$ cat src/rtl/exu_bjp_resolver_if.sv
// Commit/flush bus between the commit stage, the branch resolver and the IFU.
// The resolver takes the slave modport; the commit stage / IFU side takes master.
interface exu_bjp_resolver_if #(
  parameter int PC_W = 32,
  parameter int XLEN = 32
);
  // commit slot
  logic            cmt_i_valid;
  logic            cmt_i_ready;
  logic            cmt_i_bjp;
  logic            cmt_i_jalr;
  logic            cmt_i_bjp_prdt;
  logic            cmt_i_bjp_rslv;
  logic [PC_W-1:0] cmt_i_pc;
  logic [XLEN-1:0] cmt_i_imm;
  logic [XLEN-1:0] cmt_i_rs1;
  // flush request toward the IFU
  logic            flush_o_valid;
  logic            flush_o_ready;
  logic [PC_W-1:0] flush_o_pc;

  modport master (
    output cmt_i_valid, cmt_i_bjp, cmt_i_jalr, cmt_i_bjp_prdt, cmt_i_bjp_rslv,
           cmt_i_pc, cmt_i_imm, cmt_i_rs1, flush_o_ready,
    input  cmt_i_ready, flush_o_valid, flush_o_pc
  );

  modport slave (
    input  cmt_i_valid, cmt_i_bjp, cmt_i_jalr, cmt_i_bjp_prdt, cmt_i_bjp_rslv,
           cmt_i_pc, cmt_i_imm, cmt_i_rs1, flush_o_ready,
    output cmt_i_ready, flush_o_valid, flush_o_pc
  );
endinterface

$ cat src/rtl/exu_bjp_resolver.sv
// Commit-stage branch/jump resolver. Compares each committed branch/jump with
// the fetch prediction, issues a flush with the corrected PC on a mispredict,
// stalls commit until the IFU takes the flush, and keeps saturating counters.
// Immediate and rs1 are truncated to PC_W bits, so XLEN >= PC_W is expected.
module exu_bjp_resolver #(
  parameter int PC_W  = 32,
  parameter int XLEN  = 32,
  parameter int CNT_W = 16
) (
  input  logic             clk,
  input  logic             rst,
  exu_bjp_resolver_if.slave bus,
  output logic [CNT_W-1:0] stat_bjp_cnt,
  output logic [CNT_W-1:0] stat_mis_cnt
);

  typedef enum logic {IDLE = 1'b0, FLUSH = 1'b1} state_t;

  state_t           state_reg, state_next;
  logic             flush_valid_reg, flush_valid_next;
  logic [PC_W-1:0]  flush_pc_reg, flush_pc_next;
  logic [CNT_W-1:0] bjp_cnt_reg, bjp_cnt_next;
  logic [CNT_W-1:0] mis_cnt_reg, mis_cnt_next;

  logic             accept;
  logic             bjp_accept;
  logic             mispredict;
  logic [PC_W-1:0]  imm_pc;
  logic [PC_W-1:0]  rs1_pc;
  logic [PC_W-1:0]  target;

  assign bus.cmt_i_ready   = (state_reg == IDLE);
  assign bus.flush_o_valid = flush_valid_reg;
  assign bus.flush_o_pc    = flush_pc_reg;
  assign stat_bjp_cnt      = bjp_cnt_reg;
  assign stat_mis_cnt      = mis_cnt_reg;

  assign imm_pc = bus.cmt_i_imm[PC_W-1:0];
  assign rs1_pc = bus.cmt_i_rs1[PC_W-1:0];

  // Decode the accepted commit: jalr has no target predictor, so it always mispredicts.
  always_comb begin
    accept     = bus.cmt_i_valid & (state_reg == IDLE);
    bjp_accept = accept & bus.cmt_i_bjp;
    mispredict = bjp_accept &
                 (bus.cmt_i_jalr | (bus.cmt_i_bjp_prdt != bus.cmt_i_bjp_rslv));
    if (bus.cmt_i_jalr)
      target = (rs1_pc + imm_pc) & {{(PC_W-1){1'b1}}, 1'b0};
    else if (bus.cmt_i_bjp_rslv)
      target = bus.cmt_i_pc + imm_pc;
    else
      target = bus.cmt_i_pc + PC_W'(4);
  end

  // Next-state, flush request and saturating counter updates.
  always_comb begin
    state_next       = state_reg;
    flush_valid_next = flush_valid_reg;
    flush_pc_next    = flush_pc_reg;
    bjp_cnt_next     = bjp_cnt_reg;
    mis_cnt_next     = mis_cnt_reg;

    case (state_reg)
      IDLE: begin
        if (mispredict) begin
          state_next       = FLUSH;
          flush_valid_next = 1'b1;
          flush_pc_next    = target;
        end
      end
      FLUSH: begin
        if (bus.flush_o_ready) begin
          state_next       = IDLE;
          flush_valid_next = 1'b0;
        end
      end
      default: begin
        state_next       = IDLE;
        flush_valid_next = 1'b0;
      end
    endcase

    if (bjp_accept && (bjp_cnt_reg != {CNT_W{1'b1}}))
      bjp_cnt_next = bjp_cnt_reg + CNT_W'(1);
    if (mispredict && (mis_cnt_reg != {CNT_W{1'b1}}))
      mis_cnt_next = mis_cnt_reg + CNT_W'(1);
  end

  // State register; reset drops any pending flush and clears the counters.
  always_ff @(posedge clk) begin
    if (!rst) begin
      state_reg       <= IDLE;
      flush_valid_reg <= 1'b0;
      flush_pc_reg    <= '0;
      bjp_cnt_reg     <= '0;
      mis_cnt_reg     <= '0;
    end else begin
      state_reg       <= state_next;
      flush_valid_reg <= flush_valid_next;
      flush_pc_reg    <= flush_pc_next;
      bjp_cnt_reg     <= bjp_cnt_next;
      mis_cnt_reg     <= mis_cnt_next;
    end
  end

endmodule

$ cat src/flat_wrapper.sv
// flat-port wrapper written by rule: the top's interface ports become plain ports
module exu_bjp_resolver_flat 
#(
  parameter int PC_W  = 32,
  parameter int XLEN  = 32,
  parameter int CNT_W = 16
)
  (clk, rst, stat_bjp_cnt, stat_mis_cnt, bus_cmt_i_valid, bus_cmt_i_bjp, bus_cmt_i_jalr, bus_cmt_i_bjp_prdt, bus_cmt_i_bjp_rslv, bus_cmt_i_pc, bus_cmt_i_imm, bus_cmt_i_rs1, bus_flush_o_ready, bus_cmt_i_ready, bus_flush_o_valid, bus_flush_o_pc);
  exu_bjp_resolver_if #(.PC_W(PC_W), .XLEN(XLEN)) bus_i ();
  input  logic clk;
  input  logic rst;
  output logic [CNT_W-1:0] stat_bjp_cnt;
  output logic [CNT_W-1:0] stat_mis_cnt;
  input wire logic [$bits(bus_i.cmt_i_valid)-1:0] bus_cmt_i_valid;
  input wire logic [$bits(bus_i.cmt_i_bjp)-1:0] bus_cmt_i_bjp;
  input wire logic [$bits(bus_i.cmt_i_jalr)-1:0] bus_cmt_i_jalr;
  input wire logic [$bits(bus_i.cmt_i_bjp_prdt)-1:0] bus_cmt_i_bjp_prdt;
  input wire logic [$bits(bus_i.cmt_i_bjp_rslv)-1:0] bus_cmt_i_bjp_rslv;
  input wire logic [$bits(bus_i.cmt_i_pc)-1:0] bus_cmt_i_pc;
  input wire logic [$bits(bus_i.cmt_i_imm)-1:0] bus_cmt_i_imm;
  input wire logic [$bits(bus_i.cmt_i_rs1)-1:0] bus_cmt_i_rs1;
  input wire logic [$bits(bus_i.flush_o_ready)-1:0] bus_flush_o_ready;
  output wire logic [$bits(bus_i.cmt_i_ready)-1:0] bus_cmt_i_ready;
  output wire logic [$bits(bus_i.flush_o_valid)-1:0] bus_flush_o_valid;
  output wire logic [$bits(bus_i.flush_o_pc)-1:0] bus_flush_o_pc;
  assign bus_i.cmt_i_valid = bus_cmt_i_valid;
  assign bus_i.cmt_i_bjp = bus_cmt_i_bjp;
  assign bus_i.cmt_i_jalr = bus_cmt_i_jalr;
  assign bus_i.cmt_i_bjp_prdt = bus_cmt_i_bjp_prdt;
  assign bus_i.cmt_i_bjp_rslv = bus_cmt_i_bjp_rslv;
  assign bus_i.cmt_i_pc = bus_cmt_i_pc;
  assign bus_i.cmt_i_imm = bus_cmt_i_imm;
  assign bus_i.cmt_i_rs1 = bus_cmt_i_rs1;
  assign bus_i.flush_o_ready = bus_flush_o_ready;
  assign bus_cmt_i_ready = bus_i.cmt_i_ready;
  assign bus_flush_o_valid = bus_i.flush_o_valid;
  assign bus_flush_o_pc = bus_i.flush_o_pc;
  exu_bjp_resolver #(.PC_W(PC_W), .XLEN(XLEN), .CNT_W(CNT_W)) u_core (.clk(clk), .rst(rst), .bus(bus_i), .stat_bjp_cnt(stat_bjp_cnt), .stat_mis_cnt(stat_mis_cnt));
endmodule
$ cat config.mk
export PLATFORM = sky130hd
export DESIGN_NAME = exu_bjp_resolver_flat
export DESIGN_NICKNAME = d
export VERILOG_FILES = /design/src/rtl/exu_bjp_resolver_if.sv /design/src/rtl/exu_bjp_resolver.sv /design/src/flat_wrapper.sv
export SDC_FILE = /design/constraint.sdc
export NUM_CORES = 1
export LEC_CHECK = 0
export CELL_PAD_IN_SITES_DETAIL_PLACEMENT = 1
export CELL_PAD_IN_SITES_GLOBAL_PLACEMENT = 2
export CORE_ASPECT_RATIO = 0.7
export CORE_MARGIN = 1
export CORE_UTILIZATION = 28
export CTS_CLUSTER_DIAMETER = 60
export DETAILED_ROUTE_END_ITERATION = 8
export GPL_TIMING_DRIVEN = 0
export PLACE_DENSITY_LB_ADDON = 0.25
export SLEW_MARGIN = 10
export SYNTH_ARGS = -nofsm -noshare
export SYNTH_HDL_FRONTEND = slang
export SYNTH_SLANG_ARGS = --single-unit
$ cat constraint.sdc
create_clock -name clk -period 4.2 [get_ports clk]
set_input_delay 0.84 -clock clk [delete_from_list [all_inputs] [get_ports clk]]
set_output_delay 0.84 -clock clk [all_outputs]
set_load 0.01 [all_outputs]
==> results of run 1 <==
-- final cells by class --
cell class | count | area [sq um] | area share (%)
inverter | 29 | 109 | 1.18
sequential | 66 | 1320 | 14.3
clock buffer | 12 | 256 | 2.78
timing repair buffer | 170 | 1700 | 18.4
clock inverter | 4 | 73.8 | 0.801
tap | 318 | 398 | 4.32
multi-input combinational | 777 | 5240 | 56.9
buffer | 31 | 118 | 1.28
-- timing repair --
action | in CTS | in global routing
pin swaps | 2 | 5
resized for setup | 4 | 9
endpoints found under the hold margin | 0 | 0
buffers inserted | 0 | 2
endpoints found under the setup margin | 6 | 9
-- stage by stage --
step	hold slack, ns	instance area, sq um	instances	util [%]	power (mW)
detailed placement	0.458	8800	1389	37.3	1.63
global placement	0.458	8800	1389	37.3	1.62
floorplan	0.436	6720	903	-	1.23
CTS	0.469	9150	1405	38.8	2.48
global route	0.493	9210	1407	39.1	2.61
finish	0.470	9210	1407	39.1	2.48
-- critical path: cells and delay by family --
kind / cells / cell delay (ns)
adder cells (fa/ha/maj): 1 / 0.39
AND/OR/NAND/NOR: 2 / 0.29
buffers and inverters: 1 / 0.45
AO/OA/AOI/OAI: 8 / 1.94
multiplexers: 1 / 0.36
-- cells by family (layout without fill, tap and decap cells) --
group	Yosys count	after routing	share of synthesized area, %
fa+ha+maj	66	66	12.5
flops	66	66	19.7
xor+xnor	101	101	13.2
compound gates	308	308	29.2
buf+inv	60	246	3.37
simple gates	293	293	20.8
mux	9	9	1.36
-- cells in the mapped netlist (5+ instances only) --
cell type,instances
mux2i_1,8
clkbuf_1,28
and4_1,6
nor3_1,15
or3_1,15
xor2_1,47
nor2_1,95
a21o_1,34
nand4_1,14
a31oi_1,16
inv_1,28
ha_1,64
o21a_1,10
a21oi_1,99
nor2b_1,7
o21ai_0,57
dfxtp_1,66
o21bai_1,11
xnor2_1,54
and3_1,9
nand2_1,69
a211oi_1,29
o31ai_1,5
o211ai_1,8
nand3_1,42
-- routing by layer --
| layer | track usage [%] | wire, um | vias to the layer above |
|---|---|---|---|
| met5 | 0 | 11 | - |
| met4 | 2.50 | 98 | 2 |
| met3 | 3.53 | 1580 | 8 |
| met2 | 32.1 | 11200 | 175 |
| met1 | 36.3 | 15400 | 3608 |
| li1 | - | - | 3677 |
-- power groups by stage --
stage               Sequential (mW)  Clock [mW]  Combinational (mW)
global placement              0.687           0               0.938
floorplan                     0.692           0               0.537
detailed placement            0.687           0               0.941
CTS                           0.674       0.848               0.954
finish                        0.673       0.836               0.976
global route                  0.675       0.879                1.06
-- worst max-delay path by stage --
stage                                 from                                     end  slack (ns)  cells after the start
final                     bus_cmt_i_imm[0]  u_core.bus.flush_o_pc[28]$_SDFFE_PN0P_        0.11                     13
after global routing      bus_cmt_i_imm[0]  u_core.bus.flush_o_pc[28]$_SDFFE_PN0P_     -0.0009                     13
after CTS                 bus_cmt_i_imm[0]  u_core.bus.flush_o_pc[30]$_SDFFE_PN0P_       0.002                     13
after detailed placement  bus_cmt_i_imm[5]  u_core.bus.flush_o_pc[25]$_SDFFE_PN0P_       -0.46                     12
after global placement    bus_cmt_i_imm[5]  u_core.bus.flush_o_pc[25]$_SDFFE_PN0P_       -0.47                     12
after floorplan           bus_cmt_i_imm[0]  u_core.bus.flush_o_pc[24]$_SDFFE_PN0P_        0.71                     12
==> impl_metrics.toml, run 1 <==
[critical_path]
rr_worst_depth = 9
cp_data_arrival_time_ns = 4.27
critPathSlowestCell = "clkdlybuf4s50_1"
r2r_start = "u_core.stat_bjp_cnt[6]$_SDFFE_PN0P_"
r2r_setup_slack_ns = 1.46
critPathMaxFanout = 4
start_kind = "input pin"
required_ns = 4.38
crit_chain = "clkdlybuf4s50_1 > and2_1 > fa_1 > a21o_1 > a221oi_4 > o21ai_4 > a211oi_4 > o21ai_2 > a221o_1 > a21oi_2 > nor3_1 > mux2i_1 > o211ai_1"
r2r-end = "u_core.stat_bjp_cnt[11]$_SDFFE_PN0P_"
max_stage_delay_ns = 0.45
crit_type = "in2reg"
end_kind = "flop"

[cts]
cts_buffer_depth = 2
root_buffer = "clkbuf_16"
cts_hold_buf = 0
cts_tree = "done"
insertion_delay_ns = 0.33
clk_transition_reported_paths_ns = 0.06
htree_num_levels = 3
clock-sinks = 66
numCtsBuffers = 9

[logic_synthesis]
synthArstFlopShare_pct = 0
yosysWarnings = 0
yosys-top-cells-area = "dfxtp_1, ha_1, a21oi_1"
synth.distinct_cells = 64
synth_area_sq_mm = 0.00672
avgSynthCellArea_sq_um = 7.44
ys_ff_latch = 66
yosysTopAreaCell = "dfxtp_1"
synth_top_area_share_pct = 19.7
synth_ff_type = "dfxtp_1"
synth_edf_count = 0
ys_seq_area_share_pct = 19.7
synth_nets = 1073
netlist_instances = 903

[grt]
grtUsageTotal_pct = 22.7
antenna_found_initial = 1
overflow = 0
grt_pass1_wl_um = 43700
grt_pass1_vias = 7442
grt_max_degree = 12

[cells_and_area]
largest_reg_flops = 32
layout_common_cells = "clkdlybuf4s50_1, a21oi_1, nor2_1"
num_antenna_cells = 0
fill_cells = 2906
syn2layout_area_growth_pct = 37.1
drive_gt1_share_pct = 4.32
fin_nets = 1254
layout_commonest_cell = "clkdlybuf4s50_1"

[floorplan]
core_area_sq_mm = 0.0236
die_w_um = 187
die_area_sq_mm = 0.0246
ios = 170
fp.dieH_um = 132
rows = 47
initial_core_util_pct = 28.5

[flow_run]
maxCapViolCount = 0

[timing]
min_period_ns = 4.09
setup_violations = 0
max_clock_freq_mhz = 245
worstMarginPinSlew_ns = 0.897
relSlewSlack_pct = 39.8
finClkSkew_ns = 0.00956
fin_crit_sh_pct = 97.4
timing.final.ws_setup_ns = 0.110
slew_violations = 0
setup_tns_ns = 0
hold_viol_final = 0

[worst_hold_path]
holdPathStages = 2
min_path_type = "reg2reg"
whs_endpoint = "u_core.bus.flush_o_pc[2]$_SDFFE_PN0P_"
hp-start = "u_core.bus.flush_o_pc[2]$_SDFFE_PN0P_"

[detailed_routing]
ant_nets = 0
drt_wl_total_um = 28300
via_count = 7470
dr.pass1.iters = 5
wire_per_inst_um = 20.1
drc = 0
vias_per_cell = 5.31
drtIter0Drc = 419

[place]
place_ws_ns = -0.464
place.detailed.hpwl_um = 23100
globalplace.congestion = 0.914
io_buffers = 168

[power]
p_comb_share_pct = 39.3
leakagePower_nw = 3.51
swShare_pct = 34.9
power_density_mw_per_mm2 = 270
clkPwrFrac_pct = 33.6
internal_power_mw = 1.62
seqPwrFrac_pct = 27.1
irDropWorstVdd_mv = 0.190
power.switching_uw = 868

[outcome]
status = "completed"
Power figures use the tool's default switching activity.
==> run 2, diff against run 1 <==
--- a/config.mk
+++ b/config.mk
@@ -14,7 +14,7 @@
 export DETAILED_ROUTE_END_ITERATION = 8
 export GPL_TIMING_DRIVEN = 0
 export PLACE_DENSITY_LB_ADDON = 0.25
-export SLEW_MARGIN = 10
+export SLEW_MARGIN = 20
 export SYNTH_ARGS = -nofsm -noshare
 export SYNTH_HDL_FRONTEND = slang
 export SYNTH_SLANG_ARGS = --single-unit
==> results of run 2 <==
The final DEF is identical to that of run 1; final timing and power are the same.
==> run 3, diff against run 2 <==
--- a/config.mk
+++ b/config.mk
@@ -10,7 +10,7 @@
 export CORE_ASPECT_RATIO = 0.7
 export CORE_MARGIN = 1
 export CORE_UTILIZATION = 28
-export CTS_CLUSTER_DIAMETER = 60
+export CTS_CLUSTER_DIAMETER = 150
 export DETAILED_ROUTE_END_ITERATION = 8
 export GPL_TIMING_DRIVEN = 0
 export PLACE_DENSITY_LB_ADDON = 0.25
==> results of run 3 <==
The final DEF is identical to that of run 1; final timing and power are the same.
